File: config.mk
export PLATFORM = sky130hd
export DESIGN_NAME = q_step_responder
export DESIGN_NICKNAME = d
export VERILOG_FILES = /design/src/rtl/q_step_responder.sv
export SDC_FILE = /design/constraint.sdc
export NUM_CORES = 2
export LEC_CHECK = 0
export CELL_PAD_IN_SITES_DETAIL_PLACEMENT = 0
export CELL_PAD_IN_SITES_GLOBAL_PLACEMENT = 1
export CORE_ASPECT_RATIO = 1.25
export CORE_MARGIN = 2
export CORE_UTILIZATION = 40
export DETAILED_ROUTE_END_ITERATION = 8
export GPL_ROUTABILITY_DRIVEN = 0
export HOLD_SLACK_MARGIN = 0.12
export PLACE_DENSITY = 0.63
export SLEW_MARGIN = 20
export SYNTH_ARGS = -nofsm -noshare
export SYNTH_HDL_FRONTEND = slang
export SYNTH_SLANG_ARGS = --single-unit
File: constraint.sdc
create_clock -name clk -period 12.03 [get_ports clk]
set_input_delay 2.406 -clock clk [delete_from_list [all_inputs] [get_ports clk]]
set_output_delay 2.406 -clock clk [all_outputs]
set_load 0.01 [all_outputs]
File: src/rtl/q_step_responder.sv
// Agent-side step responder: one tabular Q-learning update per step handshake,
// followed by an epsilon-greedy action choice returned with a one-cycle ack.
module q_step_responder #(
  parameter int unsigned ALPHA_SHIFT = 2,
  parameter int unsigned GAMMA_SHIFT = 3,
  parameter logic [15:0] LFSR_SEED   = 16'hACE1
) (
  input  logic        clk,
  input  logic        rst,
  input  logic        step_req,
  input  logic        start,
  input  logic [5:0]  next_state,
  input  logic [15:0] next_reward,
  input  logic        terminal,
  input  logic [15:0] epsilon,
  output logic        step_ack,
  output logic [3:0]  next_action,
  output logic        busy,
  input  logic [5:0]  q_rd_state,
  input  logic [1:0]  q_rd_action,
  output logic [15:0] q_rd_data
);

  typedef enum logic [2:0] {
    IDLE, SCAN0, SCAN1, SCAN2, SCAN3, UPD, SEL, ACK
  } state_t;

  state_t             st;
  logic signed [15:0] q_mem [0:99];
  logic [15:0]        lfsr;

  logic               l_start;
  logic [5:0]         l_ns;
  logic [15:0]        l_reward;
  logic               l_term;
  logic [15:0]        l_eps;

  logic signed [15:0] maxq;
  logic [1:0]         argmax;
  logic [4:0]         prev_s;
  logic [1:0]         prev_a;
  logic               prev_valid;

  logic               ns_ok;
  logic               skip;
  logic [4:0]         ns_idx;
  logic [1:0]         scan_k;
  logic signed [15:0] scan_q;

  logic               rd_ok;
  logic [4:0]         rd_idx;

  logic signed [17:0] r_ext, mq_ext, q_ext;
  logic signed [17:0] target, delta, qn;
  logic signed [15:0] q_sat;

  logic               explore;
  logic [1:0]         sel_idx;

  assign ns_ok  = (l_ns != 6'd0) && (l_ns <= 6'd25);
  assign skip   = l_term || !ns_ok;
  assign ns_idx = 5'(l_ns - 6'd1);

  always_comb begin
    scan_k = 2'd0;
    case (st)
      SCAN1:   scan_k = 2'd1;
      SCAN2:   scan_k = 2'd2;
      SCAN3:   scan_k = 2'd3;
      default: scan_k = 2'd0;
    endcase
  end

  assign scan_q = ns_ok ? q_mem[{ns_idx, scan_k}] : '0;

  assign rd_ok     = (q_rd_state != 6'd0) && (q_rd_state <= 6'd25);
  assign rd_idx    = 5'(q_rd_state - 6'd1);
  assign q_rd_data = rd_ok ? q_mem[{rd_idx, q_rd_action}] : '0;

  // 18 bits hold r + maxq - maxq/8 and the resulting delta without overflow.
  assign r_ext  = {{2{l_reward[15]}}, l_reward};
  assign mq_ext = {{2{maxq[15]}}, maxq};
  assign q_ext  = {{2{q_mem[{prev_s, prev_a}][15]}}, q_mem[{prev_s, prev_a}]};
  assign target = r_ext + mq_ext - (mq_ext >>> GAMMA_SHIFT);
  assign delta  = target - q_ext;
  assign qn     = q_ext + (delta >>> ALPHA_SHIFT);

  always_comb begin
    if (qn > 18'sd32767)
      q_sat = 16'sh7FFF;
    else if (qn < -18'sd32768)
      q_sat = 16'sh8000;
    else
      q_sat = qn[15:0];
  end

  assign explore = lfsr < l_eps;
  assign sel_idx = explore ? lfsr[1:0] : argmax;

  always_ff @(posedge clk) begin
    if (rst) begin
      for (int unsigned i = 0; i < 100; i++)
        q_mem[i] <= '0;
      lfsr        <= LFSR_SEED;
      st          <= IDLE;
      step_ack    <= 1'b0;
      next_action <= '0;
      busy        <= 1'b0;
      prev_valid  <= 1'b0;
      prev_s      <= '0;
      prev_a      <= '0;
      maxq        <= '0;
      argmax      <= '0;
      l_start     <= 1'b0;
      l_ns        <= '0;
      l_reward    <= '0;
      l_term      <= 1'b0;
      l_eps       <= '0;
    end else begin
      lfsr     <= {1'b0, lfsr[15:1]} ^ (lfsr[0] ? 16'hB400 : 16'h0000);
      step_ack <= 1'b0;
      case (st)
        IDLE: begin
          if (step_req) begin
            l_start  <= start;
            l_ns     <= next_state;
            l_reward <= next_reward;
            l_term   <= terminal;
            l_eps    <= epsilon;
            busy     <= 1'b1;
            st       <= SCAN0;
          end
        end
        SCAN0, SCAN1, SCAN2, SCAN3: begin
          if (skip || st == SCAN0) begin
            maxq   <= skip ? 16'sd0 : scan_q;
            argmax <= 2'd0;
          end else if (scan_q > maxq) begin
            maxq   <= scan_q;
            argmax <= scan_k;
          end
          st <= (st == SCAN3) ? UPD : state_t'(st + 3'd1);
        end
        UPD: begin
          if (prev_valid && !l_start)
            q_mem[{prev_s, prev_a}] <= q_sat;
          st <= SEL;
        end
        SEL: begin
          next_action <= 4'b0001 << sel_idx;
          prev_s      <= ns_ok ? ns_idx : 5'd0;
          prev_a      <= sel_idx;
          prev_valid  <= !skip;
          st          <= ACK;
        end
        ACK: begin
          step_ack <= 1'b1;
          busy     <= 1'b0;
          st       <= IDLE;
        end
        default: st <= IDLE;
      endcase
    end
  end

endmodule
# Word-level counts from Yosys, hierarchy flattened
# Memory sizes are Yosys's and may differ from the RTL's. A register that Yosys moved wholly into a read port is not among the register bits.
# Cells that the tools add are included.
# classes
n_addsub	7
n_mul	0
div	0
magnitude_cmp	6
eq_ne	8
shifts	1
muxes	30
n_bitwise	1
reduce_logical	18
# ops
operator	count
2-to-1 mux 16 bit	9
adder 16 x 16 -> 17 bit	2
2-to-1 mux 7 bit	3
subtractor 17 x 13 -> 18 bit	1
subtractor 18 x 16 -> 18 bit	1
greater-than comparator 17 x 16 -> 1 bit, second input constant	1
< comparator 17 x 16 -> 1 bit, second input constant	1
greater-than comparator 16 bit	1
< comparator 16 bit	1
OR reduction 16 bit	1
bitwise XOR 15 x 16 -> 16 bit	1
one-hot mux 3 bit (5 select lines)	1
equality test 3 bit, second input constant	4
<= comparator 6 x 5 -> 1 bit, second input constant	2
nonzero test 6 bit	2
subtractor 5 x 1 -> 5 bit, second input constant	2
2-to-1 mux 1 bit	9
equality test 3 x 2 -> 1 bit, second input constant	2
2-to-1 mux 2 bit	3
2-to-1 mux 3 bit	2
one-hot mux 2 bit (3 select lines)	1
AND reduction 2 bit	3
2-to-1 mux 5 bit	1
nonzero test 2 bit	2
10 further kinds	15
# word_totals
register_bits	91
latchBits	0
ramBits	1600
romBits	0
in_bits	51
out_inout_bits	22
word_cells	87
memories	1
# memory_table
name	depth	word_bits	rd	rd_ports_with_merged_regs	wr	line	source
q_mem	100	16	3	1	100	29	logic signed [15:0] q_mem [0:99];

# Logic depth before layout (Yosys ltp)
# depth
depth_word	8
mapped_depth	35
depth_no_buf	28

# Least setup slack after synthesis
# OpenSTA, ideal clock, no wires.
# synth_path
path_kind	reg2reg
start	reg with a tool-made name
end	mem q_mem[100][10], data pin
setup_time_ps	252
t_arrival_ps	8197
required_ps	11778
setup_slack_ps	3581
stages_incl_launch_ff	34
n_path_buf	7
period_less_slack_ps	8449
path_cell_list	dfxtp_1 -> buf_2 -> clkbuf_1 -> buf_1 -> mux4_2 -> mux4_2 -> mux4_2 -> mux2_2 -> fa_1 -> fa_1 -> inv_1 -> ha_1 -> a21o_1 -> a21o_1 -> a21oi_1 -> o21ai_0 -> and2_1 -> o21a_1 -> o21a_1 -> nor2_1 -> xnor2_1 -> ha_1 -> clkbuf_1 -> a21o_1 -> a21oi_1 -> nor2_1 -> a211o_1 -> or3_1 -> o211ai_1 -> buf_2 -> a21oi_1 -> clkbuf_1 -> buf_2 -> inv_1
# synth_rtl
item	line
end, declared	29

==> run metrics <==
Initial DRC Count 15.8k; Period minus WS final 10330 ps; PD cells 292 mW/mm^2; number of CTS-inserted buffers 234; layout cells sized above 1 28.9%; fraction of synthesized area in multiplexers 33.2%; FFs w/ async S/R, synth 0%; Detailed Routing Iterations Pass 1 9; Yosys top cell area share 47.3%; switching part of the total power 54.1%; Slew headroom 13.8%; Syn Inst Count 9319; post-synth top area cell edfxtp_1; core box area 0.324 mm^2; Synth warnings 0; critical path launch point type flip-flop; Leakage Power 48.7 nW; Overflow after GRT 0; Post-CTS Setup Inserts 0; Register Area 0.0635 mm^2; Post-Route WL 597000 um; post-CTS resize count 0; clk root buf clkbuf_16; NetSw 22.8 mW; largest net degree at the start of global routing 120; CTS tree yes; CP Capture Type flip-flop; CTS Buffer Depth 4; result of the run finished, final reports clean; Initial Util 40.1%; Min-Delay Path Class reg -> reg; Cell variety after synth 76; final hold vios 0; FP Rows 234; drt via density 7.03; dominant synthesized flop cell edfxtp_1; Worst-Skew Late Latency 1020 ps; Total Power 42.2 mW; largest family of logic cells by synthesized area multiplexers; PortBufs 72; Synth Area in XOR/XNOR 0.243%; cell internal pwr 19.4 mW; simple-gate area share of the yosys netlist 10.2%; H-tree Lvls 4; die area 0.330 mm^2; #FFs+latches synth 2146; Synth Net Count 9479; Fillers 28.7k; max incr delay on CP 630 ps; worst-margin pin slew 1290 ps; DRC violations left 0; dominant cells by area after synthesis edfxtp_1 47%, mux4_2 30%, nor2_1 5.1%, nand2_1 3.1%, mux2i_1 3.0%; vias in the first global route 93.4k; Vert. Die Dim 641 um; clock network power share 17.3%; reg2reg setup slack 1700 ps; combinational power share 56.7%; Period Utilization, post-route 85.9%; Mapped Avg Cell Area 13.9 um^2; nets 9294; area of the multi-input gates 0.0627 mm^2; Worst Skew 123 ps; Mapped Area 0.130 mm^2; Highest Clock Rate 0.0968 GHz; Worst path slowest cell mux4_2; adder-cell share of the synthesized area 1.25%; cells on worst reg2reg path 29; Crit Path Class reg -> reg; CP Max Fanout 48; sequential fraction of the synthesis area 48.8%; Hold Path Cell Cnt 1; terminus of the critical flop-to-flop path q_mem[67][1]$_SDFFCE_PN0P_; Clock Sinks 2146; RSZ-0062 raised after global routing false; initial antenna violation count 94; final setup vio count 0; Hold EP lfsr[11]$_SDFF_PP1_; CP arrival 11000 ps; max_cap viols 0; Avg WL per Cell 43.3 um; area grow syn2layout 11.4%; Slew Limit Fails 0; antenna viol nets, final 0; Post-synth EDFFs 2048; Max IR drop VDD 1.50 mV; Worst-path clk slew 60 ps; DP HPWL 385000 um; first-pass GRT wire length 805000 um; min-delay src lfsr[12]$_SDFF_PP0_; global router's overall resource usage 36.0%; I/O pin total 73; cts hold-fix bufs 0; Compound-Gate Fraction of Synth Area 2.78%; Worst Path Required 12700 ps; Setup TNS 0 ps; via count 96.8k; Flop pwr share 26.0%; Die W 514 um
-- layout by cell type, fill, tap and decap left out, types with 53 or more instances in the layout --
cell type / n
mux4_2: 1731
a21oi_1: 99
diode_2: 204
a311oi_1: 92
nand3_1: 260
nor2_1: 1723
dfxtp_1: 90
ha_1: 70
edfxtp_1: 2048
mux2i_1: 389
buf_12: 56
clkdlybuf4s50_1: 68
and3_1: 68
buf_4: 395
clkbuf_16: 235
nand2_1: 1061
inv_1: 117
a31oi_1: 53
-- synthesized netlist by cell type, types with 98 or more instances --
cell and number:
a21oi_1 115, a311oi_1 100, buf_1 122, buf_2 237, clkbuf_1 534, dfxtp_1 98
edfxtp_1 2048, inv_1 118, mux2i_1 389, mux4_2 1731, nand2_1 1076, nand3_1 263
nor2_1 1754
-- power by group through the flow --
stage	sequential [mW]	clock [mW]	combinational (mW)
global route	11.0	7.59	24.4
finish	11.0	7.31	23.9
detailed placement	11.1	0	22.9
CTS	11.0	7.33	23.0
global placement	11.1	0	22.6
floorplan	11.0	0	13.3
-- metal layers --
metal / up-vias / GRT usage (%) / wire, um
li1: 36304 / - / -
met1: 50460 / 41.0 / 191000
met2: 7859 / 54.8 / 273000
met3: 2176 / 10.3 / 68700
met4: 36 / 33.4 / 64500
met5: - / 0 / 272
-- cell families after synthesis --
family,after synthesis
buf+inv,1067
xor+xnor,36
fa+ha+maj,109
mux,2144
flops,2146
simple gates,3299
compound gates,518
-- registers in the layout, summed over array words and instances, names as in the netlist, named ones only --
name / count
lfsr: 16
prev_a: 2
prev_valid: 1
l_eps: 16
st: 3
maxq: 16
prev_s: 5
l_reward: 16
l_ns: 6
step_ack: 1
argmax: 2
next_action: 4
l_term: 1
busy: 1
l_start: 1
q_mem: 2048
-- area by class of cell --
type / instances / share of cell area [%]
clock buffers: 275 / 4.21
flip-flops and latches: 2146 / 43.9
multi-input cells: 6106 / 43.3
well taps: 4248 / 3.67
diodes: 204 / 0.353
clock inverters: 148 / 0.913
inverters: 121 / 0.321
repair buffers: 525 / 3.35
-- worst max path at each step --
stage / startpoint / end / cells after the start / slack [ps]
detailed placement: flip-flop / q_mem[76][1]$_SDFFCE_PN0P_ / 29 / 1950
floorplan: flip-flop / q_mem[100][10]$_DFFE_PP_ / 33 / 3580
finish: flip-flop / q_mem[67][1]$_SDFFCE_PN0P_ / 29 / 1700
CTS: flip-flop / q_mem[11][1]$_SDFFCE_PN0P_ / 29 / 1950
global placement: flip-flop / q_mem[76][1]$_SDFFCE_PN0P_ / 29 / 1810
global route: flip-flop / q_mem[112][1]$_DFFE_PP_ / 27 / 1530
-- worst max-delay path: cells and delay by family, from the launching register on --
| family | cells | cell delay (ps) |
|---|---|---|
| simple gates | 4 | 630 |
| fa+ha+maj | 4 | 1430 |
| compound gates | 10 | 3050 |
| mux | 4 | 2370 |
| xor+xnor | 1 | 90 |
| buf+inv | 6 | 1750 |
| flops | 1 | 490 |
-- through the flow --
| stage | utilization [%] | hold WS [ps] | setup slack (ps) | cells | area (um^2) |
|---|---|---|---|---|---|
| after floorplan | - | 421 | 3580 | 9319 | 130000 |
| after global placement | 42.2 | 430 | 1810 | 13143 | 137000 |
| after detailed placement | 42.2 | 431 | 1950 | 13143 | 137000 |
| after CTS | 44.5 | 444 | 1950 | 13566 | 144000 |
| after global routing | 44.6 | 469 | 1530 | 13661 | 144000 |
| final | 44.7 | 442 | 1700 | 13773 | 145000 |
Power figures use the tool's default switching activity.
